$ cat config.mk
export PLATFORM = sky130hd
export DESIGN_NAME = mc_ctrl_fsm
export DESIGN_NICKNAME = d
export VERILOG_FILES = /design/src/rtl/mc_ctrl_fsm.sv
export SDC_FILE = /design/constraint.sdc
export NUM_CORES = 1
export LEC_CHECK = 0
export BUFFER_PORTS_ARGS = -buffer_cell sky130_fd_sc_hd__buf_4
export CAP_MARGIN = 30
export CORE_UTILIZATION = 30
export CTS_CLUSTER_SIZE = 30
export DETAILED_ROUTE_END_ITERATION = 10
export GPL_TIMING_DRIVEN = 0
export PLACE_DENSITY_LB_ADDON = 0.15
export SKIP_LAST_GASP = 1
export SYNTH_ARGS = -nofsm -noshare
export SYNTH_HDL_FRONTEND = slang
export SYNTH_SLANG_ARGS = --single-unit
$ cat constraint.sdc
create_clock -name clk -period 1.6 [get_ports clk]
set_input_delay 0.08 -clock clk [delete_from_list [all_inputs] [get_ports clk]]
set_output_delay 0.08 -clock clk [all_outputs]
set_load 0.02 [all_outputs]
$ cat src/rtl/mc_ctrl_fsm.sv
// Multi-cycle control FSM for the lab CPU: sequences fetch, decode, execute,
// memory access and write-back, drives ALU operation/operand selects and all
// datapath write enables. Optional performance counters are built in when
// MC_CTRL_PERF_CNT_EN is defined.
module mc_ctrl_fsm (
    input  logic        clk,
    input  logic        resetn,
    input  logic [31:0] inst,
    input  logic        alu_zero,
    input  logic        inst_addr_ok,
    input  logic        inst_data_ok,
    input  logic        data_addr_ok,
    input  logic        data_data_ok,
    output logic        inst_req,
    output logic        data_req,
    output logic        data_wr,
    output logic [2:0]  alu_op,
    output logic [1:0]  alu_src_a,
    output logic [1:0]  alu_src_b,
    output logic        pc_write,
    output logic        ir_write,
    output logic        mdr_write,
    output logic        reg_write,
    output logic [1:0]  pc_src,
    output logic        reg_dst,
    output logic        mem_to_reg,
    output logic [2:0]  state
`ifdef MC_CTRL_PERF_CNT_EN
    ,
    output logic [31:0] cycle_cnt,
    output logic [31:0] inst_cnt
`endif
);

    typedef enum logic [2:0] {
        StIf = 3'd0,
        StIw = 3'd1,
        StId = 3'd2,
        StEx = 3'd3,
        StMa = 3'd4,
        StMw = 3'd5,
        StWb = 3'd6
    } state_e;

    localparam logic [2:0] AluAnd   = 3'b000;
    localparam logic [2:0] AluOr    = 3'b001;
    localparam logic [2:0] AluAdd   = 3'b010;
    localparam logic [2:0] AluLui   = 3'b011;
    localparam logic [2:0] AluSll   = 3'b100;
    localparam logic [2:0] AluSltiu = 3'b101;
    localparam logic [2:0] AluSub   = 3'b110;
    localparam logic [2:0] AluSlt   = 3'b111;

    localparam logic [5:0] OpRtype = 6'b000000;
    localparam logic [5:0] OpJ     = 6'b000010;
    localparam logic [5:0] OpBeq   = 6'b000100;
    localparam logic [5:0] OpBne   = 6'b000101;
    localparam logic [5:0] OpAddiu = 6'b001001;
    localparam logic [5:0] OpSltiu = 6'b001011;
    localparam logic [5:0] OpLui   = 6'b001111;
    localparam logic [5:0] OpLw    = 6'b100011;
    localparam logic [5:0] OpSw    = 6'b101011;

    localparam logic [5:0] FnSll  = 6'b000000;
    localparam logic [5:0] FnAddu = 6'b100001;
    localparam logic [5:0] FnSubu = 6'b100011;
    localparam logic [5:0] FnAnd  = 6'b100100;
    localparam logic [5:0] FnOr   = 6'b100101;
    localparam logic [5:0] FnSlt  = 6'b101010;

    state_e state_q, state_d;

    logic [5:0] opcode, funct;
    logic       is_rtype, r_ok, i_alu, is_lw, is_sw, is_beq, is_bne, is_j;
    logic       unused_inst;

    assign opcode   = inst[31:26];
    assign funct    = inst[5:0];
    assign is_rtype = (opcode == OpRtype);
    assign r_ok     = is_rtype && (funct inside {FnSll, FnAddu, FnSubu, FnAnd, FnOr, FnSlt});
    assign i_alu    = opcode inside {OpAddiu, OpSltiu, OpLui};
    assign is_lw    = (opcode == OpLw);
    assign is_sw    = (opcode == OpSw);
    assign is_beq   = (opcode == OpBeq);
    assign is_bne   = (opcode == OpBne);
    assign is_j     = (opcode == OpJ);
    // Register/immediate fields are consumed by the datapath, not here.
    assign unused_inst = ^inst[25:6];

    // State register.
    always_ff @(posedge clk or negedge resetn) begin
        if (!resetn) begin
            state_q <= StIf;
        end else begin
            state_q <= state_d;
        end
    end

    // Next-state and output decode; everything forced to 0 while in reset.
    always_comb begin
        state_d    = state_q;
        inst_req   = 1'b0;
        data_req   = 1'b0;
        data_wr    = 1'b0;
        alu_op     = AluAdd;
        alu_src_a  = 2'd0;
        alu_src_b  = 2'd0;
        pc_write   = 1'b0;
        ir_write   = 1'b0;
        mdr_write  = 1'b0;
        reg_write  = 1'b0;
        pc_src     = 2'd0;
        reg_dst    = 1'b0;
        mem_to_reg = 1'b0;
        state      = state_q;

        case (state_q)
            StIf: begin
                inst_req  = 1'b1;
                alu_src_b = 2'd1;
                if (inst_addr_ok) state_d = StIw;
            end
            StIw: begin
                alu_src_b = 2'd1;
                if (inst_data_ok) begin
                    ir_write = 1'b1;
                    pc_write = 1'b1;
                    state_d  = StId;
                end
            end
            StId: begin
                // Branch target PC + (imm << 2) lands in ALUOut for EX to use.
                alu_src_b = 2'd3;
                if (is_j) begin
                    pc_write = 1'b1;
                    pc_src   = 2'd2;
                    state_d  = StIf;
                end else if (r_ok || i_alu || is_lw || is_sw || is_beq || is_bne) begin
                    state_d = StEx;
                end else begin
                    state_d = StIf;
                end
            end
            StEx: begin
                state_d = StIf;
                if (r_ok) begin
                    alu_src_a = 2'd1;
                    alu_src_b = 2'd0;
                    state_d   = StWb;
                    case (funct)
                        FnSll: begin
                            alu_op    = AluSll;
                            alu_src_a = 2'd2;
                        end
                        FnSubu:  alu_op = AluSub;
                        FnAnd:   alu_op = AluAnd;
                        FnOr:    alu_op = AluOr;
                        FnSlt:   alu_op = AluSlt;
                        default: alu_op = AluAdd;
                    endcase
                end else if (i_alu) begin
                    alu_src_a = 2'd1;
                    alu_src_b = 2'd2;
                    state_d   = StWb;
                    if (opcode == OpSltiu)    alu_op = AluSltiu;
                    else if (opcode == OpLui) alu_op = AluLui;
                    else                      alu_op = AluAdd;
                end else if (is_lw || is_sw) begin
                    alu_src_a = 2'd1;
                    alu_src_b = 2'd2;
                    state_d   = StMa;
                end else if (is_beq || is_bne) begin
                    alu_op    = AluSub;
                    alu_src_a = 2'd1;
                    alu_src_b = 2'd0;
                    pc_src    = 2'd1;
                    pc_write  = is_beq ? alu_zero : !alu_zero;
                end
            end
            StMa: begin
                data_req = 1'b1;
                data_wr  = is_sw;
                if (data_addr_ok) state_d = StMw;
            end
            StMw: begin
                if (data_data_ok) begin
                    if (is_lw) begin
                        mdr_write = 1'b1;
                        state_d   = StWb;
                    end else begin
                        state_d = StIf;
                    end
                end
            end
            StWb: begin
                reg_write  = 1'b1;
                reg_dst    = is_rtype;
                mem_to_reg = is_lw;
                state_d    = StIf;
            end
            default: state_d = StIf;
        endcase

        if (!resetn) begin
            inst_req   = 1'b0;
            data_req   = 1'b0;
            data_wr    = 1'b0;
            alu_op     = 3'd0;
            alu_src_a  = 2'd0;
            alu_src_b  = 2'd0;
            pc_write   = 1'b0;
            ir_write   = 1'b0;
            mdr_write  = 1'b0;
            reg_write  = 1'b0;
            pc_src     = 2'd0;
            reg_dst    = 1'b0;
            mem_to_reg = 1'b0;
            state      = 3'd0;
        end
    end

`ifdef MC_CTRL_PERF_CNT_EN
    logic [31:0] cycle_cnt_q, cycle_cnt_d;
    logic [31:0] inst_cnt_q, inst_cnt_d;
    logic        inst_done;

    // Counter next-state: an instruction retires when control returns to IF.
    always_comb begin
        inst_done   = (state_d == StIf) && (state_q inside {StId, StEx, StMw, StWb});
        cycle_cnt_d = cycle_cnt_q + 32'd1;
        inst_cnt_d  = inst_cnt_q + (inst_done ? 32'd1 : 32'd0);
    end

    // Counter registers.
    always_ff @(posedge clk or negedge resetn) begin
        if (!resetn) begin
            cycle_cnt_q <= 32'd0;
            inst_cnt_q  <= 32'd0;
        end else begin
            cycle_cnt_q <= cycle_cnt_d;
            inst_cnt_q  <= inst_cnt_d;
        end
    end

    assign cycle_cnt = cycle_cnt_q;
    assign inst_cnt  = inst_cnt_q;
`endif

endmodule
==> impl_metrics.tcl <==
set metrics [dict create \
    outcome "finished with violations" \
    failed_checks "negative setup slack" \
    yosys.area_share.simple_pct 45.7 \
    antenna_found_initial 0 \
    place.gp.congestion 0.848 \
    largest_reg_flops 3 \
    clkLatencyLatePin_ns 0.24 \
    fmax_mhz 550 \
    numPortBuffers 38 \
    crit_path_end_kind "output pin" \
    synth_compound_area_share_pct 32.8 \
    top_register "state_q" \
    path_clk_slew_ns 0.04 \
    synthAdderAreaFrac_pct 0 \
    dp_slack_ns -0.206 \
    critical_path.top_delay_family "simple AND/OR/NAND/NOR gates" \
    switching_share_pct 44.5 \
    path_max_fanout 3 \
    hold_viol 0 \
    required_ns 1.52 \
    grt_pass1_vias 808 \
    area_growth_pct 73.2 \
    grt_max_degree 11 \
    synthMuxAreaShare_pct 1.33 \
    async_flop_share_pct 100 \
    hold_slack_ns 0.264 \
    power.share.clock_pct 12.3 \
    critical_path_class "reg2out" \
    ios 60 \
    antenna_cells 0 \
    largest_registers "state_q (3)" \
    numPlacedInstances 174 \
    finalSetupViolCount 5 \
    clock-skew-final_ns 0.00409 \
    syn_nets 147 \
    ys_types 42 \
    fp.coreArea_um2 2280 \
    startpoint_type "register" \
    synth_edf_count 0 \
    ys.flop_type "dfrtp_1" \
    power.total_mw 1.09 \
    cts_tree "yes" \
    cts_sinks 3 \
    utilization_pct 57.1 \
    ir_worst_vdd_mv 0.556 \
    grt_pass1_wl_um 3590 \
    synth_xor_area_share_pct 2.33 \
    die_x_um 52.0 \
    hold_path_class "in2async" \
    layout.cells.non_filler 186 \
    cts_buffer_depth 2 \
    drv_cap 0 \
    rsz0062_at_grt "true" \
    slowest_stage "or4_4" \
    root_buffer "clkbuf_4" \
    net-switching-power_uw 486 \
    p_comb_share_pct 76.1 \
    relSlewSlack_pct 74.2 \
    tightest_slew_ns 0.386 \
    cts_max_level 1 \
    fin_crit_sh_pct 114 \
    finalMaxSlewViolations 0 \
    fillers 227 \
    die-height_um 52.0 \
    yosys_warnings 0 \
    drc 0 \
    die_area_um2 2710 \
    ys_seq_area_share_pct 10.0 \
    syn_inst 108 \
    wl_per_cell_um 13.2 \
    start_util_pct 33.0 \
    drt_iter0_markers 16 \
    p_per_area_nw_per_um2 840 \
    power.share.sequential_pct 11.5 \
    wirelength_um 2450 \
    synth_top_family_by_area "simple AND/OR/NAND/NOR gates" \
    drt_first_pass_iters 4 \
    period_needed_ns 1.82 \
    row_count 17 \
    synth.avg_cell_area_um2 6.95 \
    antenna_left 0 \
    path_cells "nand2b_4 > or2_4 > or4_4 > o21ai_2 > buf_6" \
    intPower_uw 606 \
    cts_buffers 3 \
    worst_slack_ns -0.219 \
    power_leakage_nw 0.566 \
    vias_per_cell 5.41 \
    grt_remaining_overflow 0 \
    critical_path.max_stage_delay_ns 0.48 \
    crit_buf_inv 1 \
    layout-drive-gt1-share_pct 48.7 \
    nets 198 \
    dp_hpwl_um 1790 \
    path_depth 5 \
    vias 1007 \
    synth_seq_cells 3 \
    syn_area_um2 751 \
    r2r_cells 7 \
    grt_usage_pct 17.3 \
    worstPathArrival_ns 1.74 \
]
==> metrics by stage <==
step           TNS (ns)  area, µm²
2_1_floorplan    -0.144        774
5_1_grt          -0.906       1300
6_report         -0.393       1300
3_5_place_dp     -0.384       1090
3_3_place_gp     -0.349       1090
4_1_cts          -0.296       1200
==> Yosys cell counts, types with 2 or more instances <==
cell type  number  area (µm²)
a21oi_1         6        30.0
o211a_1         2        20.0
nand2b_1        4        25.0
clkbuf_1        3        11.3
inv_1           7        26.3
or4bb_1         2        22.5
dfrtp_1         3        75.1
and2_1          2        12.5
buf_2           2        10.0
or3b_1          2        17.5
nor3_1         10        50.1
nand2_1         8        30.0
o21bai_1        2        15.0
or3_1           2        12.5
nor4_1          2        12.5
a32oi_1         2        17.5
a211oi_1        3        22.5
o21ai_1         5        25.0
o22ai_1         2        12.5
o21ai_0         4        20.0
nor2_1          9        33.8
nand3b_1        4        30.0
o21a_1          2        15.0
or2_1           2        12.5
==> what timing repair did <==
action / CTS / global route
pin swaps: 5 / 6
endpoints found under the setup margin: 11 / 12
buffers inserted: 4 / 5
endpoints found under the hold margin: 3 / 0
gates resized for setup: 12 / 21
gates cloned: 0 / 0
hold buffers: 1 / 0
==> power groups by stage <==
| stage | clock [mW] | combinational (mW) | sequential, mW |
|---|---|---|---|
| floorplan | 0 | 0.372 | 0.124 |
| global placement | 0 | 0.554 | 0.138 |
| detailed placement | 0 | 0.561 | 0.136 |
| CTS | 0.137 | 0.644 | 0.123 |
| global route | 0.147 | 0.888 | 0.129 |
| finish | 0.135 | 0.832 | 0.126 |
==> path summary, 6_finish.rpt <==
check	slack [ns]	start	end
worst min-delay path	0.26	resetn	state_q[1]
max in group asynchronous	1.18	resetn	state_q[0]
worst max-delay path	-0.22	state_q[2]	alu_op[2]
worst max register to register	0.04	state_q[1]	state_q[1]
min in group clk	0.28	data_addr_ok	state_q[0]
worst min register to register	0.74	state_q[2]	state_q[2]
==> area by class of cell <==
type                            instances  area (µm²)  share of cell area (%)
Tap cell                               28        35.0                    2.69
Inverter                                7        26.3                    2.02
Buffer                                  4        42.5                    3.27
Sequential cell                         3        76.3                    5.87
Timing Repair Buffer                   48         382                    29.4
Multi-Input combinational cell         92         712                    54.8
Clock buffer                            4        26.3                    2.02
==> metal layers <==
layer / global-route usage [%] / vias up / part of all wire, %
met5: 0 / - / 0
met4: 4.05 / 0 / 2.2
met3: 0.877 / 6 / 5.6
met2: 28.0 / 35 / 48
met1: 24.8 / 456 / 44
li1: - / 510 / -
==> kinds of logic (layout without fill, tap and decap cells) <==
| kind of cell | after synthesis | count (layout) |
|---|---|---|
| buf+inv | 13 | 63 |
| xor+xnor | 2 | 2 |
| mux | 1 | 1 |
| flops | 3 | 3 |
| simple gates | 55 | 55 |
| compound gates | 34 | 34 |
==> cells in the final DEF, fill, tap and decap left out, drive strengths merged, types with 2 or more instances in the layout <==
cell type / synthesis / layout
a211oi: 3 / 3
a21oi: 6 / 6
a32oi: 2 / 2
and2: 2 / 2
buf: 3 / 51
clkbuf: 3 / 4
dfrtp: 3 / 3
inv: 7 / 7
nand2: 8 / 8
nand2b: 4 / 4
nand3b: 4 / 4
nor2: 9 / 9
nor3: 10 / 10
nor4: 2 / 2
o211a: 2 / 2
o21a: 2 / 2
o21ai: 10 / 10
o21bai: 2 / 2
o22ai: 2 / 2
or2: 2 / 2
or3: 3 / 3
or3b: 2 / 2
or4bb: 2 / 2
Note: power is estimated with default switching activity, not from simulation.
